File: config.mk
export PLATFORM = sky130hd
export DESIGN_NAME = sin_rom_flat
export DESIGN_NICKNAME = d
export VERILOG_FILES = /design/src/rtl/sin_rom_pkg.sv /design/src/rtl/sin_rom_if.sv /design/src/rtl/sin_rom.sv /design/src/flat_wrapper.sv
export SDC_FILE = /design/constraint.sdc
export NUM_CORES = 1
export LEC_CHECK = 0
export BUFFER_PORTS_ARGS = -buffer_cell sky130_fd_sc_hd__buf_2
export CORE_UTILIZATION = 25
export CTS_CLUSTER_SIZE = 28
export DETAILED_ROUTE_END_ITERATION = 7
export SLEW_MARGIN = 15
export SYNTH_ARGS = -nofsm -noshare
export SYNTH_HDL_FRONTEND = slang
export SYNTH_SLANG_ARGS = --single-unit
File: constraint.sdc
create_clock -name clk -period 2.5 [get_ports clk]
set_clock_uncertainty 0.05 [all_clocks]
set_input_delay 0.125 -clock clk [delete_from_list [all_inputs] [get_ports clk]]
set_output_delay 0.125 -clock clk [all_outputs]
set_load 0.005 [all_outputs]
File: src/rtl/sin_rom_pkg.sv
// ============================================================================
// Module      : sin_rom_pkg
// Description : Widths, quarter-wave sine table and sign/mirror decode helper.
// Revision    : 1.0
// ============================================================================
`default_nettype none

package sin_rom_pkg;

    localparam int          ADDR_W   = 4;
    localparam int          DATA_W   = 8;
    localparam logic [7:0]  MIDSCALE = 8'd128;

    // round(127*sin(n*22.5deg)) for n = 0..4
    localparam logic [7:0] Q [0:4] = '{8'd0, 8'd49, 8'd90, 8'd117, 8'd127};

    function automatic logic signed [8:0] signed_mag(input logic [ADDR_W-1:0] a);
        logic [2:0] i;
        logic [2:0] q;
        logic [8:0] m;
        i = a[2:0];
        q = (i <= 3'd4) ? i : 3'(4'd8 - {1'b0, i});
        m = {1'b0, Q[q]};
        return a[3] ? -$signed(m) : $signed(m);
    endfunction

endpackage

`default_nettype wire

File: src/rtl/sin_rom_if.sv
// ============================================================================
// Module      : sin_rom_if
// Description : Phase address in, registered sine sample out.
// Revision    : 1.0
// ============================================================================
`default_nettype none

interface sin_rom_if;
    import sin_rom_pkg::*;

    logic [ADDR_W-1:0] addr;
    logic [DATA_W-1:0] dout;

    modport master (output addr, input  dout);
    modport slave  (input  addr, output dout);
endinterface

`default_nettype wire

File: src/rtl/sin_rom.sv
// ============================================================================
// Module      : sin_rom
// Description : 16-entry sine LUT, offset binary, one-cycle registered output.
// Revision    : 1.0
// ============================================================================
`default_nettype none

module sin_rom
    import sin_rom_pkg::*;
(
    input  logic       clk,
    input  logic       rst_n,
    sin_rom_if.slave   bus
);

    logic [8:0]        sum_d;
    logic [DATA_W-1:0] dout_d;
    logic [DATA_W-1:0] dout_q;

    // Result always lies in 1..255, so dropping the ninth bit loses nothing.
    always_comb begin
        sum_d  = {1'b0, MIDSCALE} + signed_mag(bus.addr);
        dout_d = 8'(sum_d);
    end

    always_ff @(posedge clk) begin
        if (!rst_n) begin
            dout_q <= MIDSCALE;
        end else begin
            dout_q <= dout_d;
        end
    end

    assign bus.dout = dout_q;

endmodule

`default_nettype wire

File: src/flat_wrapper.sv
// flat-port wrapper written by rule: the top's interface ports become plain ports
module sin_rom_flat import sin_rom_pkg::*;
  (clk, rst_n, bus_addr, bus_dout);
  sin_rom_if bus_i ();
  input  logic clk;
  input  logic rst_n;
  input wire logic [$bits(bus_i.addr)-1:0] bus_addr;
  output wire logic [$bits(bus_i.dout)-1:0] bus_dout;
  assign bus_i.addr = bus_addr;
  assign bus_dout = bus_i.dout;
  sin_rom u_core (.clk(clk), .rst_n(rst_n), .bus(bus_i));
endmodule
**Word level (Yosys, flattened, before mapping)**

Memories as Yosys holds them, arrays and structs flattened.
Cells that the tools add are included.
Widths: inputs -> output; s select.

- Add/sub/neg operators: 3
- $lt $le $gt $ge: 2
- Multiplexer cells: 4
- Bitwise logic cells: 1

Operators with widths:

| kind | number |
|---|---|
| $mux 8 | 3 |
| $add 8x8->8 const A | 1 |
| $neg 8->8 | 1 |
| $ge 4x4->1 const B | 1 |
| $not 3->4 | 1 |
| $le 3x3->1 const B | 1 |
| $mux 3 | 1 |
| $sub 1x3->3 const A | 1 |

- Bits in registers: 8
- Memory bits (read-only): 64
- Input port bits: 6
- Output and inout port bits: 8
- Word-level logic and storage cells: 12
- Memories: 1

Memories:

| memory | depth | bits a word | read ports | clocked after memory_dff | write ports | RTL line | text |
|---|---|---|---|---|---|---|---|
| (name not given) | 8 | 8 | 1 | 0 | 0 | sin_rom_pkg.sv:23 | `m = {1'b0, Q[q]};` |

**Longest topological paths before layout**

Gate-level depths: netlist of the first run.

- Depth after elaboration: 9
- Gate-level depth with buffers: 7
- Depth with buffers taken out: 7

**Least setup slack after synthesis of the first run**

No wires, ideal clock.

- Kind: input to register
- Start: in bus_addr[0]
- End: reg u_core.dout_q[4] (netlist: u_core.bus.dout[4])
- Arrival: 1.329 ns
- Required time: 2.384 ns
- Setup slack: 1.055 ns
- Cell stages on the path: 7
- Cell sequence: inv_1 -> ha_1 -> a21oi_1 -> ha_1 -> o211ai_1 -> a21o_1 -> a21oi_2

- Cells in the longest elaborated chain, start to end: 9

RTL lines:

| what | RTL line | text |
|---|---|---|
| start: declaration | flat_wrapper.sv:7 | `input wire logic [$bits(bus_i.addr)-1:0] bus_addr;` |
| $sub 1x3->3 or $le 3x3->1 (tied branches) | sin_rom_pkg.sv:22 | `q = (i <= 3'd4) ? i : 3'(4'd8 - {1'b0, i});` |
| $mux 3 * | sin_rom_pkg.sv:22 |  |
| $not 3->4 (implied by the code) * | sin_rom_pkg.sv:23 |  |
| $mem_v2 8x8 * | - |  |
| $mux 8 (implied by the code) * (2 in series) | sin_rom_pkg.sv:23 |  |
| $neg 8->8 | sin_rom_pkg.sv:24 | `return a[3] ? -$signed(m) : $signed(m);` |
| $mux 8 * | sin_rom_pkg.sv:24 |  |
| $add 8x8->8 * | sin_rom.sv:22 | `sum_d = {1'b0, MIDSCALE} + signed_mag(bus.addr);` |
| end signal: assignment | sin_rom.sv:30 | `dout_q <= dout_d;` |
| end: declaration | sin_rom.sv:18 | `logic [DATA_W-1:0] dout_q;` |

Every way passes the cells marked *; elsewhere a longest branch is shown, timed or not. The select of a mux whose other input is x is not followed.
A chain may end at the register's enable or synchronous reset.

**Final worst setup path of the first run**

Same ends and word-level chain as after synthesis.

==> metrics.yaml, run 1 <==
min_path:
  hp-class: "primary input to flop"
  whs_path_depth: 2
  whs_endpoint: "u_core.bus.dout[7]"
  hold_start: "rst_n"
synthesis:
  yosys.area.top_type_share: 0.3810
  ys_seq_area_frac: 0.3810
  synthMuxAreaShare: 0.02381
  synth_largest_area_cell: "dfxtp_1"
  synthesis.area_sq_um: 420.4
  synth-adder-area-share: 0.1190
  syn_inst: 49
  synthDistinctLibCells: 18
  synthArstFlopShare: 0
  synth_warnings: 0
  synth_edf_count: 0
  yosys_register_bits: 8
  ys_top_cells_by_area: "dfxtp_1 (38%), ha_1 (12%), nor2_1 (8.0%), a21oi_1 (6.0%), inv_1 (4.5%)"
  synth_top_family_by_area: "compound AO/OA/AOI/OAI gates"
  avgSynthCellArea_sq_um: 8.580
  ys.flop_type: "dfxtp_1"
  synth_xor_area_frac: 0.04167
  synth_compound_area_frac: 0.2470
  syn_nets: 59
  yosys.area_share.simple: 0.1310
timing:
  hold_viol: 0
  setup_violations: 0
  worst_pin_slew_ns: 0.3520
  worst_slack_ns: 1.019
  finalCritPeriodShare: 0.5923
  rsz0062_at_grt: "false"
  finalSetupTns_ns: 0
  period_minus_slack_ns: 1.481
  relSlewSlack: 0.7629
  max_freq_mhz: 675.4
  slew_viol_final: 0
cells_and_area:
  largest_reg_flops: 8
  nets: 76
  area_growth_pct: 24.40
  drive_gt1_frac: 0.2969
  antennaDiodeCount: 0
drt:
  wirelength_microns: 703
  drc: 0
  first_iter_violations: 10
  post_drt_wl_per_cell_microns: 8.788
  dr.pass1.iters: 4
  ant_nets: 0
  vias: 376
  drt-vias-per-instance: 4.700
die:
  pin_count: 14
  dieArea_sq_um: 1849
  coreArea_sq_um: 1541
  die_w_microns: 43.01
  start_util: 0.2727
  dieHeight_microns: 43.01
  num_rows: 14
clocking:
  root_buffer: "clkbuf_4"
  cts_resized: 0
  ctsHoldBuffers: 0
  cts_tree: "built"
  max-clock-path-buffers: 2
  clock_sinks: 8
  clkTransAtPathRegs_ns: 0.05
  htree_levels: 1
  post_cts_buffers: 0
  cts_made_buffers: 3
critical_path:
  path_class: "primary input to flop"
  crit_required_ns: 2.63
  cp-start-kind: "primary input"
  critPathMaxFanout: 7
  endpoint_kind: "flop"
  arrival_ns: 1.61
placed_design:
  pre_cts_ws_ns: 0.7943
  io_buffers: 13
  hpwl_microns: 566.5
  gp_congestion: 0.7612
power_and_ir_drop:
  p_clk_frac: 0.313
  peakVddDrop_mv: 0.1306
  intPower_w: 0.0002202
  seqPwrFrac: 0.477
  powerDensity_nw_per_um2: 560.3
  sw_frac_of_total: 0.2487
  leakagePower_nw: 0.2589
  comb_power_share: 0.210
  p_sw_w: 0.00007287
global_routing:
  gr-usage-all-layers: 0.09138
  grt_start_max_net_pins: 10
  antenna_found_initial: 0
  grt_pass1_wl_mm: 1.152
  grt_overflow_total: 0
  grt_pass1_vias: 295
status:
  status: "complete, no violations"
run:
  drv_cap: 0
-- cells in the mapped netlist (2+ instances only) --
cell and number:
o21ai_0 2, xnor2_1 2, inv_1 5, o211ai_1 2, ha_1 4, and3_1 2
a21oi_1 5, nor2_1 9, a21oi_2 2, dfxtp_1 8
-- kinds of logic (layout without fill, tap and decap cells) --
family	Yosys count	count (layout)
buffers and inverters	6	21
adders and majority gates	4	4
AOI/OAI and AO/OA	15	15
and+or+nand+nor	13	13
DFF	8	8
xor gates and xnor gates	2	2
muxes	1	1
-- layout by cell type (no fill, tap or decap), types with 3 or more instances in the layout --
master / count
dfxtp_1: 8
ha_1: 4
a21oi_1: 5
nor2_1: 9
clkbuf_4: 3
inv_1: 5
buf_2: 13
-- power by group through the flow --
stage                     Sequential (W)   Clock, W  Combinational (W)
after global routing            0.000140   0.000105          0.0000700
final                           0.000140  0.0000918          0.0000616
after floorplan                 0.000145          0          0.0000389
after detailed placement        0.000142          0          0.0000617
after CTS                       0.000140  0.0000959          0.0000620
after global placement          0.000142          0          0.0000617
-- per-stage QoR --
step	hold slack (ns)	total power [W]	util	instances	cell area, sq um
after floorplan	0.1639	0.0001836	-	49	420.4
after global placement	0.3019	0.0002040	0.3247	77	500.5
after detailed placement	0.3033	0.0002041	0.3247	77	500.5
after CTS	0.04941	0.0002976	0.3393	80	523.0
after global routing	0.05479	0.0003150	0.3393	80	523.0
final	0.04870	0.0002931	0.3393	80	523.0
-- layer usage --
layer	track usage	vias to the layer above	share of wire	wire length [microns]
li1	-	198	-	-
met1	0.09512	162	0.50	351
met4	0.1091	0	0.051	36
met5	0	-	0	0
met2	0.1242	12	0.39	277
met3	0.03830	4	0.054	38
-- critical path, cell delays in order --
cell      delay (ns)
buf_2           0.10
inv_1           0.12
ha_1            0.28
a21oi_1         0.30
ha_1            0.27
o211ai_1        0.12
a21o_1          0.21
a21oi_2         0.10
-- cell type report --
type / instances / area (sq um)
multi-input combinational: 35 / 236.5
inverter: 5 / 18.77
fill: 175 / 1018
timing repair buffer: 13 / 65.06
clock buffer: 3 / 22.52
sequential: 8 / 160.2
tap: 16 / 20.02
-- worst max path at each step --
stage | endpoint | cells after the start | slack (ns) | start
after detailed placement | u_core.bus.dout[4] | 8 | 0.79 | bus_addr[0]
after CTS | u_core.bus.dout[4] | 8 | 1.04 | bus_addr[0]
after floorplan | u_core.bus.dout[4] | 7 | 1.06 | bus_addr[0]
after global placement | u_core.bus.dout[4] | 8 | 0.79 | bus_addr[0]
after global routing | u_core.bus.dout[4] | 8 | 0.91 | bus_addr[0]
final | u_core.bus.dout[4] | 8 | 1.02 | bus_addr[0]
(Power assumes the default switching activity.)
==> run 2, diff against run 1 <==
--- a/config.mk
+++ b/config.mk
@@ -5,6 +5,7 @@
 export SDC_FILE = /design/constraint.sdc
 export NUM_CORES = 1
 export LEC_CHECK = 0
+export ABC_AREA = 1
 export BUFFER_PORTS_ARGS = -buffer_cell sky130_fd_sc_hd__buf_2
 export CORE_UTILIZATION = 25
 export CTS_CLUSTER_SIZE = 28
==> constraint.sdc (replaced) <==
create_clock -name clk -period 1.25 [get_ports clk]
set_clock_uncertainty 0.05 [all_clocks]
set_input_delay 0.0625 -clock clk [delete_from_list [all_inputs] [get_ports clk]]
set_output_delay 0.0625 -clock clk [all_outputs]
set_load 0.005 [all_outputs]
==> run 2 against run 1 <==
  * The flow now finishes with violations (DRC)
  * Via count is 15% higher
  * Hold slack better by 0.013 ns
  * Core utilization is 6.4 points higher
  * Final cell count is 25% higher
  * Sequential share of layout area is 5.1 points lower
  * Total power up 110%
==> metrics.yaml, run 2 <==
timing:
  worst_pin_slew_ns: 0.1630
  setup_violations: 0
  slew_viol_final: 0
  finalSetupTns_ns: 0
  finalCritPeriodShare: 0.8877
  max_freq_mhz: 901.2
  rsz0062_at_grt: "false"
  worst_slack_ns: 0.1404
  hold_viol: 0
  relSlewSlack: 0.8902
  period_minus_slack_ns: 1.110
cells_and_area:
  layout_commonest_cell: "buf_2"
  largest_reg_flops: 8
  seqCellArea_sq_um: 160.2
  design_area_sq_um: 628.1
  layout_common_cells: "buf_2 (13), nand2_1 (12), buf_4 (10), inv_1 (9), dfxtp_1 (8)"
  multiInputGateArea_sq_um: 240.2
  fillers: 165
  drive_gt1_frac: 0.4762
  antennaDiodeCount: 0
  nets: 96
  instances_no_fill: 100
  area_growth_pct: 45.09
power_and_ir_drop:
  intPower_w: 0.0004568
  peakVddDrop_mv: 0.2450
  sw_frac_of_total: 0.2528
  leakagePower_nw: 0.3646
  power_w: 0.0006114
  powerDensity_nw_per_um2: 973.5
  p_clk_frac: 0.296
  p_sw_w: 0.0001546
  seqPwrFrac: 0.457
  comb_power_share: 0.246
placed_design:
  io_buffers: 13
  hpwl_microns: 697.2
  pre_cts_ws_ns: -0.1263
  placed_area_sq_um: 605.6
  gp_congestion: 0.7616
  dp_cells: 97
drt:
  vias: 431
  first_iter_violations: 4
  dr.pass1.iters: 5
  ant_nets: 0
  post_drt_wl_per_cell_microns: 8.060
  wirelength_microns: 806
  drc: 1
  drt-vias-per-instance: 4.310
synthesis:
  synth_warnings: 0
  synth_most_common_cell: "nand2_1"
  syn_inst: 58
  yosys_register_bits: 8
  avgSynthCellArea_sq_um: 7.464
  ys_top_cells_by_area: "dfxtp_1 (37%), ha_1 (12%), nand2_1 (11%), inv_1 (9.5%), nand2_2 (5.8%)"
  ys.flop_type: "dfxtp_1"
  syn_nets: 68
  synth_largest_area_cell: "dfxtp_1"
  synth_edf_count: 0
  synthesis.area_sq_um: 432.9
  ys_seq_area_frac: 0.3699
  yosys.area.top_type_share: 0.3699
  synthArstFlopShare: 0
  synthDistinctLibCells: 15
  ys_top_cells_by_count: "nand2_1 (13), inv_1 (11), dfxtp_1 (8)"
global_routing:
  grt_start_max_net_pins: 8
  grt_pass1_vias: 371
  gr-usage-all-layers: 0.1049
  antenna_found_initial: 0
  grt_overflow_total: 0
  grt_pass1_wl_mm: 1.469
die:
  coreArea_sq_um: 1559
  dieHeight_microns: 43.62
  start_util: 0.2777
  dieArea_sq_um: 1902
  die_w_microns: 43.62
  num_rows: 14
  pin_count: 14
clocking:
  root_buffer: "clkbuf_4"
  ctsHoldBuffers: 0
  htree_levels: 1
  cts_tree: "built"
  clock_sinks: 8
  cts_made_buffers: 3
  max-clock-path-buffers: 2
  clkTransAtPathRegs_ns: 0.05
critical_path:
  cpMaxStageDelayCell: "ha_2"
  worstPathCellList: "buf_2, inv_1, ha_2, nand2_4, nand2_2, inv_2, ha_2, nor2_1, inv_1, o21ai_0, a21oi_1"
  cp_slowest_stage_delay_ns: 0.20
  critical_path.top_delay_family: "adder cells"
  critPathMaxFanout: 4
  endpoint_kind: "flop"
  path_class: "primary input to flop"
  path_buf_inv: 4
  arrival_ns: 1.19
  cp_num_cells: 11
  cp-start-kind: "primary input"
  crit_required_ns: 1.33
min_path:
  hp-class: "primary input to flop"
  whs_path_depth: 3
status:
  status: "complete, but fails checks"
  violations: "DRC"
run:
  drv_cap: 0
==> run 2: cell types whose count changed in the layout (fill, tap and decap cells not counted), sizes merged, moves of 2 or more <==
| cell | change |
|---|---|
| xnor2 | -2 |
| nand4 | +2 |
| buf | +10 |
| inv | +7 |
| nand3 | +3 |
| and3 | -2 |
| nand2 | +16 |
| nor2 | -4 |
| a21oi | -4 |
==> run 2: final timing paths <==
kind / startpoint / endpoint / slack, ns
setup / recovery: bus_addr[0] / u_core.bus.dout[2] / 0.14
hold / removal: rst_n / u_core.bus.dout[4] / 0.06
==> run 2: final cells by class <==
type / instances / share of cell area
tap: 16 / 0.03187
clock buffer: 3 / 0.03586
multi-input combinational: 38 / 0.3825
sequential: 8 / 0.2550
timing repair buffer: 23 / 0.2231
inverter: 12 / 0.07171
==> run 2: power groups by stage <==
stage | Sequential, W | Clock (W) | Combinational (W)
after floorplan | 0.000289 | 0 | 0.0000758
after CTS | 0.000280 | 0.000191 | 0.000151
after detailed placement | 0.000285 | 0 | 0.000151
after global placement | 0.000285 | 0 | 0.000149
final | 0.000280 | 0.000181 | 0.000151
after global routing | 0.000281 | 0.000196 | 0.000175
==> run 2: cell families after synthesis <==
logic type | share of synthesized area
AO/OA/AOI/OAI | 0.07514
flip-flops | 0.3699
buffers and inverters | 0.1040
AND/OR/NAND/NOR | 0.3353
adder cells (fa/ha/maj) | 0.1156
==> run 2: per-layer routing <==
| metal | wire (microns) | global-route usage | share of wire | up-vias |
|---|---|---|---|---|
| met3 | 38 | 0.01250 | 0.047 | 2 |
| met2 | 379 | 0.1463 | 0.47 | 11 |
| met5 | 0 | 0 | 0 | - |
| li1 | - | - | - | 232 |
| met1 | 370 | 0.1399 | 0.46 | 186 |
| met4 | 17 | 0.09375 | 0.021 | 0 |
==> run 2: through the flow <==
stage	util	hold WS, ns
after floorplan	-	0.1331
after global placement	0.3884	0.3052
after detailed placement	0.3884	0.3113
after CTS	0.4029	0.04901
after global routing	0.4029	0.07130
final	0.4029	0.06141
==> run 2: repair_timing <==
action                                  CTS  global route
gates resized for setup                   0             1
setup buffers                             0             0
endpoints found under the hold margin     0             0
endpoints found under the setup margin    0             1
==> run 3, diff against run 2 <==
--- a/config.mk
+++ b/config.mk
@@ -5,7 +5,6 @@
 export SDC_FILE = /design/constraint.sdc
 export NUM_CORES = 1
 export LEC_CHECK = 0
-export ABC_AREA = 1
 export BUFFER_PORTS_ARGS = -buffer_cell sky130_fd_sc_hd__buf_2
 export CORE_UTILIZATION = 25
 export CTS_CLUSTER_SIZE = 28
==> constraint.sdc (replaced) <==
create_clock -name clk -period 1.25 [get_ports clk]
set_clock_uncertainty 0.05 [all_clocks]
set_input_delay 0.0625 -clock clk [delete_from_list [all_inputs] [get_ports clk]]
set_output_delay 0.0625 -clock clk [all_outputs]
set_load 0.02 [all_outputs]
==> run 3 against run 2 <==
  * The flow now finishes without violations
  * Largest cell class unchanged
  * Critical path depth decreased by 3
  * Sequential share of layout area is 1.6 points higher
  * Sequential power about the same
==> metrics.yaml, run 3 (synthesis gave the netlist of run 1 again) <==
status:
  status: "complete, no violations"
critical_path:
  arrival_ns: 1.18
  endpoint: "u_core.bus.dout[6]"
  cp-start-kind: "primary input"
  critPathMaxFanout: 4
  endpoint_kind: "flop"
  startpoint: "bus_addr[0]"
  crit_required_ns: 1.33
  path_class: "primary input to flop"
clocking:
  root_buffer: "clkbuf_4"
  clock_sinks: 8
  clkTransAtPathRegs_ns: 0.05
  max-clock-path-buffers: 2
  cts_tree: "built"
  cts_made_buffers: 3
  htree_levels: 1
  cts_resized: 0
drt:
  wirelength_microns: 739
  vias: 368
  first_iter_violations: 3
  post_drt_wl_per_cell_microns: 8.694
  drt-vias-per-instance: 4.329
  drc: 0
  dr.pass1.iters: 4
  ant_nets: 0
cells_and_area:
  nets: 81
  area_growth_pct: 40.77
  layout_common_cells: "buf_2 (13), nor2_1 (9), dfxtp_1 (8), inv_1 (5)"
  largest_reg_flops: 8
  drive_gt1_frac: 0.3913
  layout_commonest_cell: "buf_2"
  design_area_sq_um: 591.8
  antennaDiodeCount: 0
placed_design:
  io_buffers: 13
  hpwl_microns: 586.4
  placed_area_sq_um: 559.3
  pre_cts_ws_ns: -0.09834
  gp_congestion: 0.7709
power_and_ir_drop:
  leakagePower_nw: 0.2807
  power_w: 0.0006325
  peakVddDrop_mv: 0.3013
  powerDensity_nw_per_um2: 1069
die:
  pin_count: 14
  dieHeight_microns: 43.01
  die_w_microns: 43.01
  num_rows: 14
  start_util: 0.2727
  dieArea_sq_um: 1849
  coreArea_sq_um: 1541
timing:
  max_freq_mhz: 911.3
  setup_violations: 0
  finalCritPeriodShare: 0.8779
  hold_viol: 0
  worst_pin_slew_ns: 0.3036
  worst_slack_ns: 0.1527
  slew_viol_final: 0
  period_minus_slack_ns: 1.097
  rsz0062_at_grt: "false"
  relSlewSlack: 0.7955
global_routing:
  antenna_found_initial: 0
  gr-usage-all-layers: 0.08275
  grt_overflow_total: 0
  grt_pass1_wl_mm: 1.173
  grt_pass1_vias: 302
  grt_start_max_net_pins: 10
run:
  drv_cap: 0
min_path:
  hp-class: "primary input to flop"
[run 3: cell types whose count changed in the layout (fill, tap and decap cells not counted), moves of 3 or more]
cell     delta
nand2_1    -11
nor2_1      +6
inv_2       -3
nand2_2     -4
inv_1       -4
buf_4       -6
[run 3: per-layer routing]
layer  up-vias  GRT usage  wire (microns)
li1        209          -               -
met1       151     0.1005             370
met2         8     0.1333             342
met3         0    0.01277              25
met4         0    0.05455               0
met5         -          0               0
[run 3: worst min path at each step]
stage,startpoint,end,slack (ns),cells past startpoint
after floorplan,rst_n,u_core.bus.dout[7],0.10,1
final,bus_addr[3],u_core.bus.dout[7],0.05,2
after global placement,rst_n,u_core.bus.dout[7],0.24,2
after global routing,bus_addr[3],u_core.bus.dout[7],0.06,2
after detailed placement,rst_n,u_core.bus.dout[7],0.24,2
after CTS,bus_addr[3],u_core.bus.dout[7],0.05,2
[run 3: worst max-delay path, cell delays in order]
cell and delay (ns):
buf_2 0.11, inv_1 0.14, ha_2 0.24, a21oi_4 0.04, ha_2 0.20, a41oi_2 0.19
xnor2_1 0.14, nor2_1 0.06
[run 3: area by class of cell]
class | instances | area (sq um)
clock buffer | 3 | 22.52
fill | 171 | 949.7
inverter | 5 | 18.77
multi-input combinational | 35 | 265.3
sequential | 8 | 160.2
tap | 16 | 20.02
timing repair buffer | 18 | 105.1
[run 3: stage by stage]
step,hold WS [ns],cells,TNS (ns),util
final,0.05405,85,0,0.3839
after global routing,0.06352,85,0,0.3839
after CTS,0.04912,85,0,0.3839
after detailed placement,0.2430,81,-0.2020,0.3628
after global placement,0.2377,81,-0.1674,0.3628
after floorplan,0.1014,49,-0.01423,-
[run 3: power by group]
part           internal (W)  switching [W]  total (W)  leakage (nW)
registers          0.000276     0.00000367   0.000280        0.0666
logic             0.0000726      0.0000979   0.000170         0.200
clock network      0.000109      0.0000733   0.000182        0.0138
[run 3: timing repair]
item	CTS	global route
buffers inserted	0	0
hold buffers	1	0
hold endpoints to repair	2	0
endpoints found under the setup margin	0	0
